==> config.mk <==
export PLATFORM = sky130hd
export DESIGN_NAME = nibble_serializer
export DESIGN_NICKNAME = d
export VERILOG_FILES = /design/src/rtl/nibble_ser_pkg.sv /design/src/rtl/ser_bit_counter.sv /design/src/rtl/nibble_serializer.sv
export SDC_FILE = /design/constraint.sdc
export NUM_CORES = 1
export LEC_CHECK = 0
export CAP_MARGIN = 20
export CORE_AREA = 2 2 39 41
export CTS_CLUSTER_DIAMETER = 120
export CTS_CLUSTER_SIZE = 40
export DETAILED_ROUTE_END_ITERATION = 12
export DIE_AREA = 0 0 41 43
export DONT_BUFFER_PORTS = 1
export SLEW_MARGIN = 30
export SYNTH_ARGS = -nofsm -noshare
export SYNTH_HDL_FRONTEND = slang
export SYNTH_SLANG_ARGS = --single-unit
==> constraint.sdc <==
create_clock -name clk -period 2.4 [get_ports clk]
set_clock_uncertainty 0.2 [all_clocks]
set_input_delay 0.24 -clock clk [delete_from_list [all_inputs] [get_ports clk]]
set_output_delay 0.24 -clock clk [all_outputs]
set_load 0.005 [all_outputs]
==> src/rtl/nibble_ser_pkg.sv <==
// Shared constants for the nibble serializer: FSM state encoding and parity beat count.
// Optional feature macro: PARITY_EN (adds one even-parity beat after the data bits).
package nibble_ser_pkg;

  localparam logic IDLE  = 1'b0;
  localparam logic SHIFT = 1'b1;

`ifdef PARITY_EN
  localparam int PAR_BITS = 1;
`else
  localparam int PAR_BITS = 0;
`endif

endpackage

==> src/rtl/ser_bit_counter.sv <==
// Beat counter for the serializer: cleared on each word load, advanced per accepted beat.
// Saturates at the final beat index so it never wraps. Honours PARITY_EN via PAR_BITS.
module ser_bit_counter
  import nibble_ser_pkg::*;
#(
  parameter int WIDTH = 4,
  parameter int CW    = $clog2(WIDTH + 2)
) (
  input  logic          clk,
  input  logic          reset,
  input  logic          clear,
  input  logic          enable,
  output logic [CW-1:0] count,
  output logic          terminal
);

  localparam logic [CW-1:0] LAST_IDX = CW'(WIDTH + PAR_BITS - 1);

  assign terminal = (count == LAST_IDX);

  always_ff @(posedge clk) begin
    if (!reset) begin
      count <= '0;
    end else if (clear) begin
      count <= '0;
    end else if (enable && !terminal) begin
      count <= count + CW'(1);
    end
  end

endmodule

==> src/rtl/nibble_serializer.sv <==
// Parallel-to-serial converter: loads one WIDTH-bit word on a valid/ready handshake and
// shifts it out one bit per accepted beat. Macro PARITY_EN appends an even-parity beat.
module nibble_serializer
  import nibble_ser_pkg::*;
#(
  parameter int WIDTH     = 4,
  parameter bit LSB_FIRST = 1'b1
) (
  input  logic             clk,
  input  logic             reset,
  input  logic             in_valid,
  output logic             in_ready,
  input  logic [WIDTH-1:0] in_data,
  output logic             ser_valid,
  input  logic             ser_ready,
  output logic             ser_out,
  output logic             ser_last,
  output logic             busy
);

  localparam int            CW       = $clog2(WIDTH + 2);
  localparam logic [CW-1:0] PRE_LAST = CW'(WIDTH + PAR_BITS - 2);

  logic             state;
  logic [WIDTH-1:0] shift_reg;
  logic [CW-1:0]    count;
  logic             terminal;
  logic             fill_bit;
  logic             load;
  logic             advance;

  assign in_ready = (state == IDLE);
  assign busy     = (state == SHIFT);
  assign load     = in_valid && in_ready;
  assign advance  = (state == SHIFT) && ser_ready;

  // ser_out is taken straight from the shift register end that leaves first.
  assign ser_out  = LSB_FIRST ? shift_reg[0] : shift_reg[WIDTH-1];

`ifdef PARITY_EN
  logic parity;

  always_ff @(posedge clk) begin
    if (!reset) begin
      parity <= 1'b0;
    end else if (load) begin
      parity <= ^in_data;
    end
  end

  assign fill_bit = parity;
`else
  assign fill_bit = 1'b0;
`endif

  ser_bit_counter #(
    .WIDTH (WIDTH),
    .CW    (CW)
  ) u_counter (
    .clk      (clk),
    .reset    (reset),
    .clear    (load),
    .enable   (advance),
    .count    (count),
    .terminal (terminal)
  );

  // The parity bit enters at the far end on the first shift and reaches the output
  // position exactly after the last data bit has been consumed.
  always_ff @(posedge clk) begin
    if (!reset) begin
      state     <= IDLE;
      shift_reg <= '0;
      ser_valid <= 1'b0;
      ser_last  <= 1'b0;
    end else if (state == IDLE) begin
      if (load) begin
        shift_reg <= in_data;
        ser_valid <= 1'b1;
        ser_last  <= 1'b0;
        state     <= SHIFT;
      end
    end else if (advance) begin
      if (terminal) begin
        state     <= IDLE;
        shift_reg <= '0;
        ser_valid <= 1'b0;
        ser_last  <= 1'b0;
      end else begin
        if (LSB_FIRST) begin
          shift_reg <= {fill_bit, shift_reg[WIDTH-1:1]};
        end else begin
          shift_reg <= {shift_reg[WIDTH-2:0], fill_bit};
        end
        ser_last <= (count == PRE_LAST);
      end
    end
  end

endmodule

==> flow_summary.json <==
{
  "run_status": "finished clean",
  "rr_worst_depth": 4,
  "startpoint_type": "flop",
  "largest_register_ffs": 4,
  "routed_wl_um": 917,
  "yosysSeqAreaShare_pct": 39.4,
  "die_w_um": 41,
  "reg2reg_from": "u_counter.count[0]$_SDFFE_PP0P_",
  "p_per_area_nw_per_um2": 618,
  "grt.overflow.total": 0,
  "grt_pass1_wl_mm": 1.39,
  "cts_made_buffers": 3,
  "fin_nets": 79,
  "synth_flop_cell": "dfxtp_1",
  "drc": 0,
  "vias": 404,
  "avgSynthCellArea_um2": 9.07,
  "rsz0062_at_grt": "no",
  "max_freq_mhz": 605,
  "finalCritPeriodShare_pct": 68.8,
  "cts_max_level": 1,
  "cts_setup_buffers": 0,
  "cts_tree": "yes",
  "relSlewSlack_pct": 73.5,
  "cts_buffer_depth": 2,
  "worstPathArrival_ns": 1.67,
  "detail-route-antenna-nets": 0,
  "syn_inst": 56,
  "die_h_um": 43,
  "worst-setup-path-type": "flop to flop",
  "clk_pin_slew_ns": 0.07,
  "clock_latency_ns": 0.26,
  "synth_edf_count": 0,
  "synthArstFlopShare_pct": 0,
  "reg2reg_to": "busy$_SDFF_PN0_",
  "layout_min_cycle_time_ns": 1.65,
  "whs_endpoint": "ser_last$_SDFFE_PN0P_",
  "synth.cell_area_um2": 508,
  "drv_cap": 0,
  "worstMarginPinSlew_ns": 0.397,
  "clock_sinks": 10,
  "grt_max_degree": 13,
  "critPathMaxFanout": 3,
  "holdCritStartpoint": "ser_ready",
  "first_pass_iters": 4,
  "p_leak_nw": 0.243,
  "grt_antenna_before_repair": 0,
  "crit_required_ns": 2.41,
  "grt_pass1_vias": 378,
  "wl_per_cell_um": 11.2,
  "io_pins": 13,
  "layout-drive-gt1-share_pct": 13.6,
  "min_delay_path_depth": 3,
  "total_power_uw": 384,
  "via_per_inst": 4.93,
  "ys_ff_latch": 10,
  "rrSetupSlack_ns": 0.75,
  "finalCoreUtilization_pct": 44.9,
  "start_util_pct": 36.7,
  "dpl.hpwl_um": 662,
  "syn-num-nets": 68,
  "track_usage_pct": 11.9,
  "gp_congestion": 0.751,
  "cts_root_buf": "clkbuf_4",
  "io_buffers": 0,
  "setup_viol": 0,
  "antenna_cells": 0,
  "finalMaxSlewViolations": 0,
  "die_area_um2": 1760,
  "synth_cell_types": 23,
  "yosys_warnings": 0,
  "core-area_um2": 1380,
  "tns_ns": 0,
  "row_count": 14,
  "min_path_type": "input pin to flop",
  "vdd_ir_drop_max_mv": 0.457,
  "area_delta_synth_final_pct": 22.4,
  "hold_violations": 0,
  "initialDrtViolationCount": 6,
  "end_kind": "flop"
}
==> cell type report <==
type	instances	area (um2)
fill	149	762
multi-input combinational	40	270
sequential	10	200
timing repair buffer	8	80.1
clock buffer	4	36.3
tap	16	20.0
inverter	4	15.0
==> timing repair <==
| action | CTS | global route |
|---|---|---|
| hold buffers | 8 | 0 |
| hold endpoints to repair | 10 | 0 |
| gates resized for setup | 0 | 0 |
==> cell usage in the layout (no fill, tap or decap), types with 2 or more instances in the layout <==
master / n
clkbuf_4: 3
dlygate4sd3_1: 8
nor2b_1: 2
inv_1: 4
a211oi_2: 2
nor2_1: 5
nor3_1: 3
nand2_1: 3
nor2_2: 2
ha_1: 4
dfxtp_1: 10
a21oi_1: 4
o21ai_1: 4
==> worst max-delay path, stage by stage (launching register included) <==
cell	delay (ns)
dfxtp_1	0.33
ha_1	0.22
ha_1	0.19
a31oi_1	0.11
dlygate4sd3_1	0.55
==> Yosys cell counts (all sizes together) (2+ instances only) <==
cell | number | area share, %
ha | 4 | 9.9
nor3 | 3 | 3.0
buf | 2 | 4.4
o21ai | 4 | 3.9
a211oi | 2 | 4.9
nand2 | 3 | 2.2
dfxtp | 10 | 39
nor2b | 2 | 2.5
a21oi | 4 | 3.9
inv | 4 | 3.0
nor2 | 7 | 6.2
==> per-layer routing <==
metal / GRT usage (%) / vias to the layer above / share of wire (%)
met5: 0 / - / 0
met4: 2.00 / 0 / 0
met3: 9.95 / 0 / 8.4
met2: 18.8 / 12 / 44
met1: 11.7 / 178 / 47
li1: - / 214 / -
==> power breakdown <==
part	switching [mW]	internal (mW)	leakage, nW
Clock	0.0587	0.0921	0.0210
Combinational	0.0213	0.0259	0.139
Sequential	0.00988	0.176	0.0823
==> logic make-up after synthesis <==
logic type / Yosys count / share of synthesized area [%]
and+or+nand+nor: 20 / 20.4
adders and majority gates: 4 / 9.85
xor gates and xnor gates: 1 / 1.72
AOI/OAI and AO/OA: 13 / 17.0
DFF: 10 / 39.4
buffers and inverters: 6 / 7.39
muxes: 2 / 4.19
==> metrics by stage <==
stage / setup slack [ns] / instances / hold slack (ns) / area, um2
floorplan: 0.892 / 56 / 0.151 / 508
global placement: 0.793 / 70 / 0.158 / 505
detailed placement: 0.762 / 70 / 0.156 / 505
CTS: 0.735 / 82 / 0.00294 / 622
global route: 0.632 / 82 / 0.0148 / 622
finish: 0.748 / 82 / 0.0137 / 622
==> how the worst max path moves through the flow <==
stage / from / endpoint / slack (ns)
2_1_floorplan: u_counter.count[0]$_SDFFE_PP0P_ / u_counter.count[1]$_SDFFE_PP0P_ / 0.89
3_3_place_gp: u_counter.count[0]$_SDFFE_PP0P_ / u_counter.count[0]$_SDFFE_PP0P_ / 0.79
3_5_place_dp: u_counter.count[0]$_SDFFE_PP0P_ / u_counter.count[1]$_SDFFE_PP0P_ / 0.76
4_1_cts: u_counter.count[0]$_SDFFE_PP0P_ / busy$_SDFF_PN0_ / 0.73
5_1_grt: u_counter.count[0]$_SDFFE_PP0P_ / busy$_SDFF_PN0_ / 0.63
6_report: u_counter.count[0]$_SDFFE_PP0P_ / busy$_SDFF_PN0_ / 0.75
Note: power is estimated with default switching activity, not from simulation.
